`src/rtl/jet_pkg.sv`:
```
// Shared jet-finder types and constants for the zbin histogram path.
package jet_pkg;

  localparam int unsigned ZBIN_W = 4;
  localparam int unsigned NZBINS = 6;
  localparam logic [ZBIN_W-1:0] ZBIN_NONE = {ZBIN_W{1'b1}};

  localparam logic CMD_WRITE = 1'b0;
  localparam logic CMD_READ  = 1'b1;

  typedef enum logic [1:0] {
    ACCEPT = 2'd0,
    SECOND = 2'd1,
    FLUSH  = 2'd2
  } state_e;

  // Any index at or above NZBINS (including ZBIN_NONE) is not a real bin.
  function automatic logic zbin_valid(input logic [ZBIN_W-1:0] z);
    return z < ZBIN_W'(NZBINS);
  endfunction

endpackage

```
`src/rtl/zbin_out_reg.sv`:
```
// Valid/ready output register for RAM commands; fields hold while stalled.
module zbin_out_reg
  import jet_pkg::*;
#(
  parameter int unsigned DATA_W = 24
) (
  input  logic              clk,
  input  logic              reset,
  input  logic              load,
  input  logic              cmd,
  input  logic [ZBIN_W-1:0] zbin,
  input  logic [DATA_W-1:0] data,
  input  logic              eoe,
  input  logic              out_ready,
  output logic              free_c,
  output logic              out_valid,
  output logic              out_cmd,
  output logic [ZBIN_W-1:0] out_zbin,
  output logic [DATA_W-1:0] out_data,
  output logic              out_eoe
);

  logic              valid_q, valid_d;
  logic              cmd_q, cmd_d;
  logic [ZBIN_W-1:0] zbin_q, zbin_d;
  logic [DATA_W-1:0] data_q, data_d;
  logic              eoe_q, eoe_d;

  assign free_c = !valid_q || out_ready;

  always_comb begin
    valid_d = valid_q;
    cmd_d   = cmd_q;
    zbin_d  = zbin_q;
    data_d  = data_q;
    eoe_d   = eoe_q;
    if (free_c) begin
      valid_d = load;
      if (load) begin
        cmd_d  = cmd;
        zbin_d = zbin;
        data_d = data;
        eoe_d  = eoe;
      end
    end
  end

  always_ff @(posedge clk or posedge reset) begin
    if (reset) begin
      valid_q <= 1'b0;
      cmd_q   <= 1'b0;
      zbin_q  <= '0;
      data_q  <= '0;
      eoe_q   <= 1'b0;
    end else begin
      valid_q <= valid_d;
      cmd_q   <= cmd_d;
      zbin_q  <= zbin_d;
      data_q  <= data_d;
      eoe_q   <= eoe_d;
    end
  end

  assign out_valid = valid_q;
  assign out_cmd   = cmd_q;
  assign out_zbin  = zbin_q;
  assign out_data  = data_q;
  assign out_eoe   = eoe_q;

endmodule

```
`src/rtl/zbin_write_scheduler.sv`:
```
// Serialises dual-zbin tracks into one RAM write per cycle, then sweeps
// every bin with a readout/clear command at end of event.
module zbin_write_scheduler
  import jet_pkg::*;
#(
  parameter int unsigned DATA_W = 24,
  parameter int unsigned CNT_W  = 8
) (
  input  logic              clk,
  input  logic              reset,
  input  logic              in_valid,
  output logic              in_ready,
  input  logic [DATA_W-1:0] in_data,
  input  logic [ZBIN_W-1:0] in_zbin1,
  input  logic [ZBIN_W-1:0] in_zbin2,
  input  logic              in_last,
  output logic              out_valid,
  input  logic              out_ready,
  output logic              out_cmd,
  output logic [ZBIN_W-1:0] out_zbin,
  output logic [DATA_W-1:0] out_data,
  output logic              out_eoe,
  output logic              evt_done,
  output logic [CNT_W-1:0]  drop_cnt
);

  state_e            state_q, state_d;
  logic [ZBIN_W-1:0] pend_zbin_q, pend_zbin_d;
  logic [DATA_W-1:0] pend_data_q, pend_data_d;
  logic              pend_last_q, pend_last_d;
  logic [ZBIN_W-1:0] bin_cnt_q, bin_cnt_d;
  logic [CNT_W-1:0]  drop_cnt_q, drop_cnt_d;
  logic              evt_done_q, evt_done_d;

  logic              out_free;
  logic              ld, ld_cmd, ld_eoe;
  logic [ZBIN_W-1:0] ld_zbin;
  logic [DATA_W-1:0] ld_data;
  logic [CNT_W-1:0]  drop_base;
  logic              z1_ok, z2_ok, final_acc;

  assign z1_ok     = zbin_valid(in_zbin1);
  assign z2_ok     = zbin_valid(in_zbin2);
  assign final_acc = out_valid && out_ready && out_eoe;

  always_comb begin
    state_d     = state_q;
    pend_zbin_d = pend_zbin_q;
    pend_data_d = pend_data_q;
    pend_last_d = pend_last_q;
    bin_cnt_d   = bin_cnt_q;
    evt_done_d  = final_acc;
    in_ready    = 1'b0;
    ld          = 1'b0;
    ld_cmd      = CMD_WRITE;
    ld_zbin     = '0;
    ld_data     = '0;
    ld_eoe      = 1'b0;
    // The count reported with evt_done is cleared on the following cycle.
    drop_base   = evt_done_q ? '0 : drop_cnt_q;
    drop_cnt_d  = drop_base;

    case (state_q)
      ACCEPT: begin
        in_ready = out_free;
        if (in_valid && out_free) begin
          if (z1_ok) begin
            ld      = 1'b1;
            ld_zbin = in_zbin1;
            ld_data = in_data;
            if (z2_ok) begin
              pend_zbin_d = in_zbin2;
              pend_data_d = in_data;
              pend_last_d = in_last;
              state_d     = SECOND;
            end
          end else if (z2_ok) begin
            ld      = 1'b1;
            ld_zbin = in_zbin2;
            ld_data = in_data;
          end else if (drop_base != '1) begin
            drop_cnt_d = drop_base + CNT_W'(1);
          end
          if (in_last && !(z1_ok && z2_ok)) begin
            state_d   = FLUSH;
            bin_cnt_d = '0;
          end
        end
      end
      SECOND: begin
        if (out_free) begin
          ld        = 1'b1;
          ld_zbin   = pend_zbin_q;
          ld_data   = pend_data_q;
          state_d   = pend_last_q ? FLUSH : ACCEPT;
          bin_cnt_d = '0;
        end
      end
      FLUSH: begin
        if (bin_cnt_q < ZBIN_W'(NZBINS)) begin
          if (out_free) begin
            ld        = 1'b1;
            ld_cmd    = CMD_READ;
            ld_zbin   = bin_cnt_q;
            ld_eoe    = (bin_cnt_q == ZBIN_W'(NZBINS - 1));
            bin_cnt_d = bin_cnt_q + ZBIN_W'(1);
          end
        end else if (final_acc) begin
          state_d = ACCEPT;
        end
      end
      default: state_d = ACCEPT;
    endcase
  end

  always_ff @(posedge clk or posedge reset) begin
    if (reset) begin
      state_q     <= ACCEPT;
      pend_zbin_q <= '0;
      pend_data_q <= '0;
      pend_last_q <= 1'b0;
      bin_cnt_q   <= '0;
      drop_cnt_q  <= '0;
      evt_done_q  <= 1'b0;
    end else begin
      state_q     <= state_d;
      pend_zbin_q <= pend_zbin_d;
      pend_data_q <= pend_data_d;
      pend_last_q <= pend_last_d;
      bin_cnt_q   <= bin_cnt_d;
      drop_cnt_q  <= drop_cnt_d;
      evt_done_q  <= evt_done_d;
    end
  end

  zbin_out_reg #(.DATA_W(DATA_W)) u_out (
    .clk       (clk),
    .reset     (reset),
    .load      (ld),
    .cmd       (ld_cmd),
    .zbin      (ld_zbin),
    .data      (ld_data),
    .eoe       (ld_eoe),
    .out_ready (out_ready),
    .free_c    (out_free),
    .out_valid (out_valid),
    .out_cmd   (out_cmd),
    .out_zbin  (out_zbin),
    .out_data  (out_data),
    .out_eoe   (out_eoe)
  );

  assign evt_done = evt_done_q;
  assign drop_cnt = drop_cnt_q;

endmodule

```
`config.mk`:
```
export PLATFORM = sky130hd
export DESIGN_NAME = zbin_write_scheduler
export DESIGN_NICKNAME = d
export VERILOG_FILES = /design/src/rtl/jet_pkg.sv /design/src/rtl/zbin_out_reg.sv /design/src/rtl/zbin_write_scheduler.sv
export SDC_FILE = /design/constraint.sdc
export NUM_CORES = 1
export LEC_CHECK = 0
export ABC_AREA = 0
export BUFFER_PORTS_ARGS = -buffer_cell sky130_fd_sc_hd__clkbuf_2
export CORE_ASPECT_RATIO = 0.9
export CORE_MARGIN = 2
export CORE_UTILIZATION = 58
export CTS_CLUSTER_DIAMETER = 80
export DETAILED_ROUTE_END_ITERATION = 16
export HOLD_SLACK_MARGIN = 0.06
export PLACE_DENSITY = 0.83
export SLEW_MARGIN = 0
export SYNTH_ARGS = -nofsm -noshare
export SYNTH_HDL_FRONTEND = slang
export SYNTH_SLANG_ARGS = --single-unit
export TNS_END_PERCENT = 30
```
`constraint.sdc`:
```
create_clock -name clk -period 5.3 [get_ports clk]
set_clock_uncertainty 0.05 [all_clocks]
set_input_delay 1.59 -clock clk [delete_from_list [all_inputs] [get_ports clk]]
set_output_delay 1.59 -clock clk [all_outputs]
set_load 0.02 [all_outputs]
```
# ---- After elaboration in Yosys (flattened, before gate mapping)
# Cells that the tools add are included.
dict set report word_totals {
  elab_cells 85
  input_bits 37
  reg_bits 75
  n_memories 0
  mem_bits_rw 0
  mem_bits_ro 0
  output_inout_bits 41
  latch_bits 0
}
dict set report classes {
  n_reduce_logical 14
  add_sub_neg 2
  shift 0
  div_mod_pow 0
  multipliers 0
  eq_ne 13
  order_cmp 3
  bitwise_logic 0
  mux 41
}
# cell n
set ops {}
lappend ops {{$mux W24} 3}
lappend ops {{$mux W8} 6}
lappend ops {{$pmux W24 S2} 1}
lappend ops {{$mux W4} 9}
lappend ops {{$pmux W4 S3} 2}
lappend ops {{$mux W2} 8}
lappend ops {{$ne A2 B2 Y1 const B} 7}
lappend ops {{$lt A4 B3 Y1 const B} 3}
lappend ops {{$reduce_and A6 Y1} 2}
lappend ops {{$mux W1} 10}
lappend ops {{$add A8 B1 Y8 const B} 1}
lappend ops {{$ne A8 B8 Y1 const B} 1}
lappend ops {{$ne A3 B3 Y1 const B} 2}
lappend ops {{$pmux W2 S3} 1}
lappend ops {{$logic_and A1 B1 Y1} 5}
lappend ops {{$add A4 B1 Y4 const B} 1}
lappend ops {{$eq A4 B3 Y1 const B} 1}
lappend ops {{$reduce_and A4 Y1} 1}
lappend ops {{$pmux W1 S3} 1}
lappend ops {{$reduce_bool A3 Y1} 1}
lappend ops {{$eq A2 B1 Y1 const B} 1}
lappend ops {{$eq A2 B2 Y1 const B} 1}
lappend ops {{$logic_not A1 Y1} 2}
lappend ops {{$logic_not A2 Y1} 1}
lappend ops {{2 further kinds} 2}

# ---- Logic depth before layout (Yosys ltp)
dict set report logic_depth {
  word_depth 7
  mapped_depth 7
  mapped_depth_nobuf 5
}

# ---- Cells and area by module
# A second synthesis with hierarchy kept.
dict set report unflattened {
  cells_unflattened 270
  hier_area_um2 3601.0
}
# module n_inst area_per_inst_um2 cells_each seq_area_each_um2
set modules_own_cells {}
lappend modules_own_cells {zbin_write_scheduler 1 2278.4 202 1101.1}
lappend modules_own_cells {zbin_out_reg 1 1322.5 68 775.7}

# ---- Worst setup path after synthesis
# Ideal clock, no wire load.
dict set report synth_timing {
  path_type {input -> output}
  startpoint {input port out_ready}
  endpoint {output port in_ready}
  required_ns 3.660
  cell_stages 2
  path_slack_ns 1.555
  path_buffers 0
  arrival_ns 2.105
  path_cell_list {nor2b_1 > nor3_1}
}
dict set report synth_between {
  elab_chain_len 2
}
# item line_no
set synth_rtl {}
lappend synth_rtl {{start: declaration} zbin_write_scheduler.sv:18} ;# input logic out_ready,
lappend synth_rtl {{$logic_or A1 B1 Y1} zbin_out_reg.sv:29} ;# assign free_c = !valid_q || out_ready;
lappend synth_rtl {{$mux W1} zbin_write_scheduler.sv:63} ;# case (state_q)
lappend synth_rtl {{end: declaration} zbin_write_scheduler.sv:12} ;# output logic in_ready,
# No other way between the ends.

# ---- Worst setup path in the final report
# Ends and elaborated chain as after synthesis.

==> flow_summary.ini <==
[clocking]
tritoncts_num_sinks = 75
post_cts.repair.setup_buffers = 0
clkLatencyLatePin_ns = 0.35
post_cts_resize_count = 0
cts.htree.levels = 3
cts_hold_repair.buffers = 0
cts_tree = yes
number_of_buffers_inserted_during_clock_tree_synthesis = 9
cts.root.buffer_cell = clkbuf_8
cts.clk_slew.worst_paths_ns = 0.08
max-clock-path-buffers = 2

[setup_path]
cp_cell_sequence = clkbuf_2, nor2b_1, nor3_1, clkbuf_2
critical_path_required_ns = 3.66
critical-path-slowest-cell = nor2b_1
timing.critical_path.from = out_ready
crit_family = simple AND/OR/NAND/NOR gates
cp_num_cells = 4
critPathMaxFanout = 4
critPathBufInv = 2
crit_path_frequent_cell = clkbuf_2
cp-end-kind = output port
r2r_start = state_q[0]
critPathLaunchType = input port
cp_data_arrival_time_ns = 2.18
worst-setup-path-type = input port to output port
peak_per_stage_delay_on_the_critical_path_ns = 0.24
worst_r2r_path_depth = 6

[synth]
synth.top_cells.by_count = dfrtp_1 (75), nand2_1 (40), a22oi_1 (26)
synth-compound-area-share = 0.156
ys_dominant_reg_cell = dfrtp_1
largest_cells_by_area_after_synthesis = dfrtp_1 (55%), mux2_2 (7.3%), a22oi_1 (5.7%)
synth_sequential_area_ratio = 0.551
avgSynthCellArea_um2 = 11.3
asyncSetResetFlopFracSynth = 1.00
netlist.area_leader.share = 0.551
synth_nets = 341
post_synth_instance_area_um2 = 3400
ys_ff_latch = 75
postSynthCellCount = 302
synth.mux.area_fraction = 0.101
synth_area_leader_cell = dfrtp_1
edff_count_synth = 0
synth_top_family_by_area = compound AO/OA/AOI/OAI gates
yosys_warning_total = 0
synth_xor_xnor_area_share = 0.0103
synth.distinct_cells = 48
post_synth_and_or_nand_nor_area_fraction = 0.133
synth-adder-area-share = 0.00735
yosysMostFrequentCell = dfrtp_1

[drt]
drt_iter0_markers = 169
drc = 0
vias = 2593
detailedRoute.firstPassIterationCount = 4
drt-vias-per-instance = 5.75
route.detailed.wl_per_inst_um = 15.8
postRouteAntennaNets = 0
total_detailed_routing_wirelength_mm = 7.14

[die]
floorplan.die.height_um = 76.7
floorplan.die_area_um2 = 6500
start_util = 0.601
io-pin-count = 78
chipWidth_um = 84.8
fp.coreArea_um2 = 5660
floorplan.rows = 26

[global_route]
grt.overflow.total = 0
grt_use_total = 0.237
grt_pass1_wl_mm = 12.2
grt_start_max_net_pins = 43
first_global_vias = 2628
number_of_antenna_violations_at_the_first_check_in_global_routing = 0

[sta]
max_slew.worst_pin.slew_ns = 1.17
finalWorstPathRequiredPeriod_ns = 3.82
final_min_period_over_clock_period = 0.721
fmaxAchievable_mhz = 262
slew_violations = 0
setup_total_negative_slack_ns = 0
setup_viol = 0
rsz0062_at_grt = false
slew_headroom = 0.219
finalHoldViolCount = 0

[finish]
areaGrowthSynthToFinish_pct = 18.5
filler_cell_count = 432
diodes = 0
postLayoutCellArea_um2 = 4040
drive_gt1_frac = 0.354
nets_final = 415

[pwr]
leakage_power_nw = 1.94
power_per_unit_of_standard_cell_area_nw_per_um2 = 456
peakVddDrop_uv = 313

[worst_hold_path]
hp-class = flop to flop
worst_hold_path.num_cells = 2
hold_path_startpoint = u_out.out_data[0]

[run]
max_cap_violations = 0

[placed_design]
dp_hpwl_mm = 4.82
routabilityCongestion = 0.840
placed_area_um2 = 3780
buffers_on_ports = 77

[status]
outcome = finished, final reports clean
power by group:
part           internal, mW  leakage [nW]  switching, mW
registers             0.704         0.998          0.101
logic                 0.190         0.813          0.310
clock network         0.326         0.126          0.209
layout by cell type (no fill, tap or decap), types with 2 or more instances in the layout:
| master | instances |
|---|---|
| a21oi_1 | 3 |
| a21oi_4 | 2 |
| a222oi_1 | 2 |
| a22oi_1 | 26 |
| and3_1 | 2 |
| buf_4 | 3 |
| bufinv_16 | 3 |
| clkbuf_2 | 77 |
| clkbuf_8 | 10 |
| clkinv_4 | 2 |
| dfrtp_1 | 75 |
| ha_1 | 2 |
| inv_1 | 4 |
| mux2_1 | 6 |
| mux2_2 | 22 |
| mux2i_1 | 3 |
| nand2_1 | 40 |
| nand2b_1 | 4 |
| nand3_1 | 5 |
| nand3_2 | 2 |
| nand4_1 | 3 |
| nor2_1 | 15 |
| nor2b_1 | 2 |
| nor2b_2 | 2 |
| nor3_1 | 6 |
| nor4_1 | 3 |
| o21ai_0 | 11 |
| o21ai_1 | 15 |
| o21ai_2 | 6 |
| xnor2_1 | 4 |
cells by family (layout without fill, tap and decap cells):
logic type               after synthesis  count (layout)
AND/OR/NAND/NOR                       92              92
AO/OA/AOI/OAI                         76              76
flip-flops                            75              75
multiplexers                          31              31
buffers and inverters                 22             101
XOR/XNOR                               4               4
adder cells (fa/ha/maj)                2               2
worst min-delay path, cell delays in order (launching register included):
cell and delay [ns]:
dfrtp_1 0.35, nand2_1 0.06, o21ai_2 0.05
state kept, by name (all words and copies together) (netlist names):
name / count
pend_zbin_q: 4
state_q: 2
u_out.out_eoe: 1
pend_data_q: 24
u_out.out_valid: 1
evt_done: 1
drop_cnt: 8
bin_cnt_q: 4
u_out.out_cmd: 1
u_out.out_data: 24
pend_last_q: 1
u_out.out_zbin: 4
cell type report:
cell class / instances / area [um^2] / share of cell area
clock buffers: 10 / 138 / 0.0341
clock inverters: 6 / 113 / 0.0279
inverters: 5 / 18.8 / 0.00465
multi-input cells: 205 / 1390 / 0.345
flip-flops and latches: 75 / 1880 / 0.465
well taps: 70 / 87.6 / 0.0217
repair buffers: 80 / 408 / 0.101
per-layer routing:
layer  up-vias  routed length [um]  GRT usage
li1       1224                   -          -
met3        14                 428     0.0646
met5         -                   0          0
met2        74                3600      0.389
met1      1281                3000      0.306
met4         0                 110     0.0810
metrics by stage:
stage / hold WS, ns / setup slack, ns / utilization / power, mW / cells
finish: 0.432 / 1.48 / 0.713 / 1.84 / 451
global route: 0.463 / 1.41 / 0.713 / 1.94 / 451
CTS: 0.436 / 1.48 / 0.713 / 1.85 / 451
detailed placement: 0.417 / 1.48 / 0.669 / 1.31 / 435
global placement: 0.410 / 1.48 / 0.669 / 1.28 / 435
floorplan: 0.403 / 1.55 / - / 1.16 / 302
worst paths after layout:
| kind | to | slack, ns |
|---|---|---|
| worst max-delay path | in_ready | 1.48 |
| worst min-delay path | u_out.out_data[0] | 0.43 |
| worst max register to register | u_out.out_eoe | 2.86 |
| worst min register to register | u_out.out_data[0] | 0.43 |
| max in group asynchronous | u_out.out_zbin[2] | 2.91 |
| min in group asynchronous | pend_data_q[15] | 1.35 |
Power figures use the tool's default switching activity.
